--- src/rtl/vram_draw_controller.sv ---
// VRAM write-port owner: full-frame clear after reset or on request, then
// single-cycle pixel writes from the touch path with (x,y) to linear address mapping.
module vram_draw_controller #(
    parameter int                DISPLAY_WIDTH  = 240,
    parameter int                DISPLAY_HEIGHT = 320,
    parameter int                VRAM_L         = DISPLAY_WIDTH * DISPLAY_HEIGHT,
    parameter int                VRAM_W         = 16,
    parameter int                COORD_W        = 9,
    parameter logic [VRAM_W-1:0] CLEAR_COLOR    = '0,
    localparam int               AW             = $clog2(VRAM_L)
) (
    input  logic               clk,
    input  logic               rst,
    input  logic               clear_req,
    input  logic               draw_valid,
    output logic               draw_ready,
    input  logic [COORD_W-1:0] draw_x,
    input  logic [COORD_W-1:0] draw_y,
    input  logic [VRAM_W-1:0]  draw_color,
    output logic               vram_wr_ena,
    output logic [AW-1:0]      vram_wr_addr,
    output logic [VRAM_W-1:0]  vram_wr_data,
    output logic               busy,
    output logic               clear_done,
    output logic               draw_oob
);

    // state      | meaning
    // S_CLEARING | writing CLEAR_COLOR to every address, draws blocked
    // S_ACTIVE   | accepting draw requests, one write per accept
    typedef enum logic {S_CLEARING, S_ACTIVE} state_t;

    localparam logic [COORD_W-1:0] X_LIM     = COORD_W'(DISPLAY_WIDTH);
    localparam logic [COORD_W-1:0] Y_LIM     = COORD_W'(DISPLAY_HEIGHT);
    localparam logic [AW-1:0]      LAST_ADDR = AW'(VRAM_L - 1);
    localparam logic [AW-1:0]      ROW_PITCH = AW'(DISPLAY_WIDTH);

    state_t        state;
    logic [AW-1:0] clr_cnt;
    logic          clear_last;
    logic          accept;
    logic          in_range;
    logic [AW-1:0] draw_addr;

    assign draw_ready = (state == S_ACTIVE) && !clear_req;
    assign busy       = (state == S_CLEARING);
    assign accept     = draw_valid && draw_ready;
    assign in_range   = (draw_x < X_LIM) && (draw_y < Y_LIM);
    // Truncation to AW bits is safe once the bounds check has passed.
    assign draw_addr  = AW'(draw_y) * ROW_PITCH + AW'(draw_x);

    always_ff @(posedge clk) begin
        if (rst) begin
            state        <= S_CLEARING;
            clr_cnt      <= '0;
            clear_last   <= 1'b0;
            vram_wr_ena  <= 1'b0;
            vram_wr_addr <= '0;
            vram_wr_data <= CLEAR_COLOR;
            clear_done   <= 1'b0;
            draw_oob     <= 1'b0;
        end else begin
            vram_wr_ena <= 1'b0;
            draw_oob    <= 1'b0;
            clear_done  <= clear_last;
            clear_last  <= 1'b0;
            case (state)
                S_CLEARING: begin
                    vram_wr_ena  <= 1'b1;
                    vram_wr_addr <= clr_cnt;
                    vram_wr_data <= CLEAR_COLOR;
                    if (clr_cnt == LAST_ADDR) begin
                        state      <= S_ACTIVE;
                        clr_cnt    <= '0;
                        clear_last <= 1'b1;
                    end else begin
                        clr_cnt <= clr_cnt + AW'(1);
                    end
                end
                S_ACTIVE: begin
                    if (clear_req) begin
                        state   <= S_CLEARING;
                        clr_cnt <= '0;
                    end else if (accept) begin
                        if (in_range) begin
                            vram_wr_ena  <= 1'b1;
                            vram_wr_addr <= draw_addr;
                            vram_wr_data <= draw_color;
                        end else begin
                            draw_oob <= 1'b1;
                        end
                    end
                end
                default: state <= S_CLEARING;
            endcase
        end
    end

endmodule

--- config.mk ---
export PLATFORM = sky130hd
export DESIGN_NAME = vram_draw_controller
export DESIGN_NICKNAME = d
export VERILOG_FILES = /design/src/rtl/vram_draw_controller.sv
export SDC_FILE = /design/constraint.sdc
export NUM_CORES = 1
export LEC_CHECK = 0
export BUFFER_PORTS_ARGS = -buffer_cell sky130_fd_sc_hd__buf_2
export CORE_AREA = 2 2 85 103
export DETAILED_ROUTE_END_ITERATION = 10
export DIE_AREA = 0 0 87 105
export PLACE_DENSITY = 0.75
export SLEW_MARGIN = 20
export SYNTH_ARGS = -nofsm -noshare
export SYNTH_HDL_FRONTEND = slang
export SYNTH_SLANG_ARGS = --single-unit
--- constraint.sdc ---
create_clock -name clk -period 3.9 [get_ports clk]
set_input_delay 0.39 -clock clk [delete_from_list [all_inputs] [get_ports clk]]
set_output_delay 0.39 -clock clk [all_outputs]
set_load 0.02 [all_outputs]
==> results of run 1 <==
==> synth_stat cells (all sizes together), types with 3 or more instances <==
cell    count
o22ai       3
a221oi     12
buf         7
a21o        7
fa         16
nand2      43
a21oi      32
nor3        8
and3       12
clkbuf      9
nor2       45
nand2b      5
inv        34
ha         22
dfxtp      55
nor4        3
o21ai      18
nand3      26
a31oi       3
a211oi      3
and2        7
o31ai       3
xor2        9
xnor2      12
nand4       3
nor2b       4
==> stage by stage <==
stage	power, mW	hold slack (ps)	area (um2)	util	setup WS, ps
global route	1.75	295	4190	0.520	147
global placement	1.23	415	4070	0.505	149
floorplan	1.12	414	3590	-	314
CTS	1.65	307	4190	0.520	330
detailed placement	1.26	422	4070	0.505	30.0
finish	1.63	311	4190	0.520	332
==> final cells by class <==
| cell class | count | share of cell area |
|---|---|---|
| Tap cell | 95 | 0.0284 |
| Sequential cell | 55 | 0.263 |
| Multi-Input combinational cell | 321 | 0.549 |
| Inverter | 34 | 0.0305 |
| Clock buffer | 6 | 0.0197 |
| Clock inverter | 2 | 0.00926 |
| Timing Repair Buffer | 81 | 0.100 |
==> routing by layer <==
metal / vias to the layer above / GRT usage / routed length (um)
met5: - / 0 / 0
met4: 0 / 0.0603 / 146
met3: 12 / 0.0253 / 428
met2: 94 / 0.307 / 4140
met1: 1486 / 0.233 / 3480
li1: 1620 / - / -
==> sequential cells by signal (all words and copies together), names as in the netlist <==
| name | cells |
|---|---|
| state | 1 |
| vram_wr_data | 16 |
| clr_cnt | 17 |
| clear_last | 1 |
| vram_wr_ena | 1 |
| vram_wr_addr | 17 |
| clear_done | 1 |
| draw_oob | 1 |
==> where the power goes <==
group	internal [mW]	switching (mW)	leakage (nW)
sequential	0.566	0.00475	0.444
clock	0.211	0.183	0.0618
combinational	0.284	0.386	1.34
==> cell families after synthesis <==
group	after synthesis	synth area share
multiplexers	2	0.00557
adder cells (fa/ha/maj)	38	0.166
flip-flops	55	0.306
XOR/XNOR	21	0.0553
AO/OA/AOI/OAI	96	0.182
buffers and inverters	50	0.0550
AND/OR/NAND/NOR	164	0.230
==> critical path, delay by kind of cell <==
family,cells,cell delay (ps)
xor gates and xnor gates,1,150
adders and majority gates,4,1810
AOI/OAI and AO/OA,3,320
and+or+nand+nor,3,650
muxes,1,230
buffers and inverters,2,190
==> path summary, 6_finish.rpt <==
kind | start | endpoint | depth (start not counted)
hold reg to reg | clear_last | clear_done | 1
hold / removal | draw_color[8] | vram_wr_data[8] | 3
setup / recovery | draw_y[0] | vram_wr_addr[16] | 14
setup reg to reg | clr_cnt[0] | clr_cnt[5] | 8
==> flow_summary.ini, run 1 <==
[synthesis]
synth_cells = 426
yosys_warnings = 0
ys_seq_elements = 55
post-synth-top-area-fraction = 0.306
synthesis.nets = 502
syn_area_per_cell_um2 = 8.44
postSynth.topFlopCell = dfxtp_1
asyncSetResetFlopFracSynth = 0
synth_cell_type_count = 63
post_synthesis_sequential_area_ratio = 0.306
synth_enable_flop_cells = 0
leading_post_synthesis_cells_by_cell_area = dfxtp_1 (31%), fa_1 (8.9%), ha_1 (7.7%)
yosysTopAreaCell = dfxtp_1
synth.cell_area_um2 = 3590

[clock_network]
post_cts_buffers = 0
clockBufferDepth = 2
tritoncts_buffer_count = 5
ctsRootBufferMaster = clkbuf_8
cts_tree = yes
cts_htree_levels = 2
post_cts_hold_buffer_count = 0
cts.reportedPaths.clkPinSlew_ps = 100
clk_latency_ps = 300
cts_num_sinks = 55
postCtsResizedCells = 0

[floorplanning]
die_height_um = 105
core_um2 = 8060
dieArea_um2 = 9140
die_x_um = 87
floorplan.initialDensity = 0.446
rows = 36
top_level_ports = 76

[detailed_routing]
drtPass1Iterations = 4
drt_drc_violations_left = 0
detailed_route_wl_um = 8200
detailedRoute.firstIterationViolations = 240
num_vias = 3212
routed_via_density = 5.41
routedWlPerCell_um = 13.8
drt.antenna.violating_nets = 0

[cells_and_area]
fillers = 759
drive_gt1_frac = 0.222
layout.cells.most_common = buf_2
finish.cell_count_without_fillers = 594
antenna_cells = 0
area.sequential_um2 = 1100
multi_input_comb_area_um2 = 2300
commonest_non_fill_non_tap_cells_in_the_layout = buf_2 (75), dfxtp_1 (55), nor2_1 (43)
synthToLayoutAreaGrowth_pct = 16.6
layout.nets = 574

[worst_setup_path]
cp_slowest_stage_delay_ps = 560
worstPathMaxFanout = 5
critical_path.slowest_cell = fa_1
regToRegSetupSlack_ps = 1510
worst-endpoint-arrival_ps = 3740
cp-start-kind = input pin
worstPathRequired_ps = 4070
worstSetupEndpointType = register
critical_path_class = input pin to register
crit_chain = buf_2 -> fa_1 -> inv_1 -> fa_1 -> fa_1 -> xnor2_1 -> ha_1 -> a21o_1 -> a31oi_1 -> nor3_4 -> nand4_2 -> nor4_2 -> mux2i_1 -> o21ai_1
crit_top_cell = fa_1

[timing]
max_clock_freq_ghz = 0.280
setup_repair_after_global_routing_missed_its_margin = false
final_hold_violation_count = 0
post-route-min-period_ps = 3570
max_slew_margin = 0.290
report.final.slew_viol_count = 0
clock_skew_ps = 4.56
final-setup-viol-count = 0
final.period_utilization = 0.915
setup_total_negative_slack_ps = 0
worst-slew-pin-transition_ps = 1060

[outcome]
run_status = finished, final reports clean

[power]
power.density_cell_area_nw_per_um2 = 390
ir_drop_mv = 0.255
leakage_power_nw = 1.85

[placement]
number_of_i_o_port_buffers = 75
hpwlAfterDp_um = 6420
final_gp_congestion = 0.803
dp.cells = 586

[global_routing]
pin_count_of_the_biggest_net_entering_global_routing = 39
antenna_violations_before_repair = 0
grt_first_pass_wirelength_um = 13600
first_global_vias = 2967
gr-total-overflow = 0
track_usage = 0.181

[flow_run]
number_of_max_capacitance_violations_reported = 0

[worst_hold_path]
timing.hold.worst.class = input pin to register
Power figures use the tool's default switching activity.
==> run 2, diff against run 1 <==
- CORE_AREA: 2 2 85 103 -> 2 2 77 94
- DIE_AREA: 0 0 87 105 -> 0 0 79 96
- PLACE_DENSITY: 0.75 -> 0.79
- SLEW_MARGIN: 20 -> 5
==> run 2 against run 1 <==
Power is 5.6% lower. Critical endpoint unchanged. Die area is 17% lower. Combinational power hardly changed. Critical path type unchanged. Core utilization is 9.7 points higher.
==> flow_summary.ini, run 2 (same netlist as run 1, synthesis figures left out) <==
[cells_and_area]
synthToLayoutAreaGrowth_pct = 14.8
final_design_utilization = 0.617
layout.cells.most_common = buf_2
antenna_cells = 0
commonest_non_fill_non_tap_cells_in_the_layout = buf_2 (75), dfxtp_1 (55), nor2_1 (43)
multi_input_comb_area_um2 = 2300
finish.instance_area_um2 = 4130
drive_gt1_frac = 0.218
area.sequential_um2 = 1100
fillers = 613
reg_top3 = clr_cnt (17), vram_wr_addr (17), vram_wr_data (16)
layout.nets = 572

[timing]
final.period_utilization = 0.926
report.final.slew_viol_count = 0
postLayoutSetupSlackWorst_ps = 288
post-route-min-period_ps = 3610
setup_repair_after_global_routing_missed_its_margin = false
max_slew_margin = 0.308
final-setup-viol-count = 0
max_clock_freq_ghz = 0.277
clock_skew_ps = 7.99
worst-slew-pin-transition_ps = 1030
final_hold_violation_count = 0

[floorplanning]
die_height_um = 96
dieArea_um2 = 7580
core_um2 = 6690
top_level_ports = 76
rows = 33
floorplan.initialDensity = 0.537
die_x_um = 79

[detailed_routing]
drtPass1Iterations = 4
drt.antenna.violating_nets = 0
detailed_route_wl_um = 8130
drt_drc_violations_left = 0
routed_via_density = 5.48
routedWlPerCell_um = 13.9
detailedRoute.firstIterationViolations = 175
num_vias = 3196

[worst_setup_path]
crit_chain = buf_2 -> fa_1 -> inv_1 -> fa_1 -> fa_1 -> xnor2_1 -> ha_1 -> a21o_1 -> a31oi_1 -> nor3_4 -> nand4_2 -> nor4_2 -> mux2i_1 -> o21ai_1
crit_top_cell = fa_1
worstPathRequired_ps = 4070
critical_path.slowest_cell = fa_1
regToRegSetupSlack_ps = 1230
timing.rr.start = state
cp_slowest_stage_delay_ps = 560
worstSetupEndpointType = register
worstPathMaxFanout = 5
cp-start-kind = input pin
critical_path_class = input pin to register
worst-endpoint-arrival_ps = 3780
crit_path_start = draw_y[0]
worst_path_bufs_invs = 2
crit_family = adder cells

[clock_network]
postCtsResizedCells = 0
post_cts_hold_buffer_count = 0
ctsRootBufferMaster = clkbuf_8
clockBufferDepth = 2
clk_latency_ps = 310
tritoncts_buffer_count = 5
cts_num_sinks = 55
cts.reportedPaths.clkPinSlew_ps = 90
cts_tree = yes
cts_htree_levels = 2
post_cts_buffers = 0

[global_routing]
grt_first_pass_wirelength_um = 13500
first_global_vias = 3020
pin_count_of_the_biggest_net_entering_global_routing = 39
track_usage = 0.219
antenna_violations_before_repair = 0
gr-total-overflow = 0

[power]
leakage_power_nw = 1.82
total_power_mw = 1.54
ir_drop_mv = 0.259
power.density_cell_area_nw_per_um2 = 374

[flow_run]
number_of_max_capacitance_violations_reported = 0

[placement]
final_gp_congestion = 0.823
number_of_i_o_port_buffers = 75
hpwlAfterDp_um = 6390
placed_cell_area_um2 = 4040
placement_stage_worst_setup_slack_ps = -0.306

[outcome]
run_status = finished, final reports clean

[worst_hold_path]
timing.hold.worst.class = input pin to register
min-delay-start = draw_color[8]
[run 2: final timing paths]
check,to,cells past startpoint
max,vram_wr_addr[16],14
min,vram_wr_data[8],3
max reg2reg,vram_wr_addr[16],8
min reg2reg,clear_done,1
[run 2: stage by stage]
step	cells	hold slack, ps	TNS, ps
after floorplan	426	414	0
after global placement	576	417	0
after detailed placement	576	442	-0.306
after CTS	583	307	0
after global routing	583	312	0
final	583	312	0
[run 2: cell type report]
cell class	count	share of cell area
Multi-Input combinational cell	321	0.558
Sequential cell	55	0.267
Timing Repair Buffer	79	0.0982
Inverter	34	0.0309
Tap cell	87	0.0264
Clock buffer	5	0.0167
Clock inverter	2	0.00334
[run 2: per-layer routing]
metal / up-vias / GRT usage / part of all wire / wire [um]
li1: 1623 / - / - / -
met1: 1480 / 0.256 / 0.41 / 3320
met2: 86 / 0.427 / 0.54 / 4390
met3: 7 / 0.0244 / 0.040 / 328
met4: 0 / 0.0503 / 0.011 / 93
met5: - / 0 / 0 / 0
[run 2: report_power, final]
| group | internal (mW) | leakage [nW] | switching, mW |
|---|---|---|---|
| sequential | 0.566 | 0.444 | 0.00505 |
| clock | 0.123 | 0.0440 | 0.178 |
| combinational | 0.283 | 1.33 | 0.388 |
| total | 0.972 | 1.82 | 0.572 |
[run 2: worst min-delay path, stage by stage]
cell and delay [ps]:
buf_2 90, nand2_1 40, a21oi_1 50
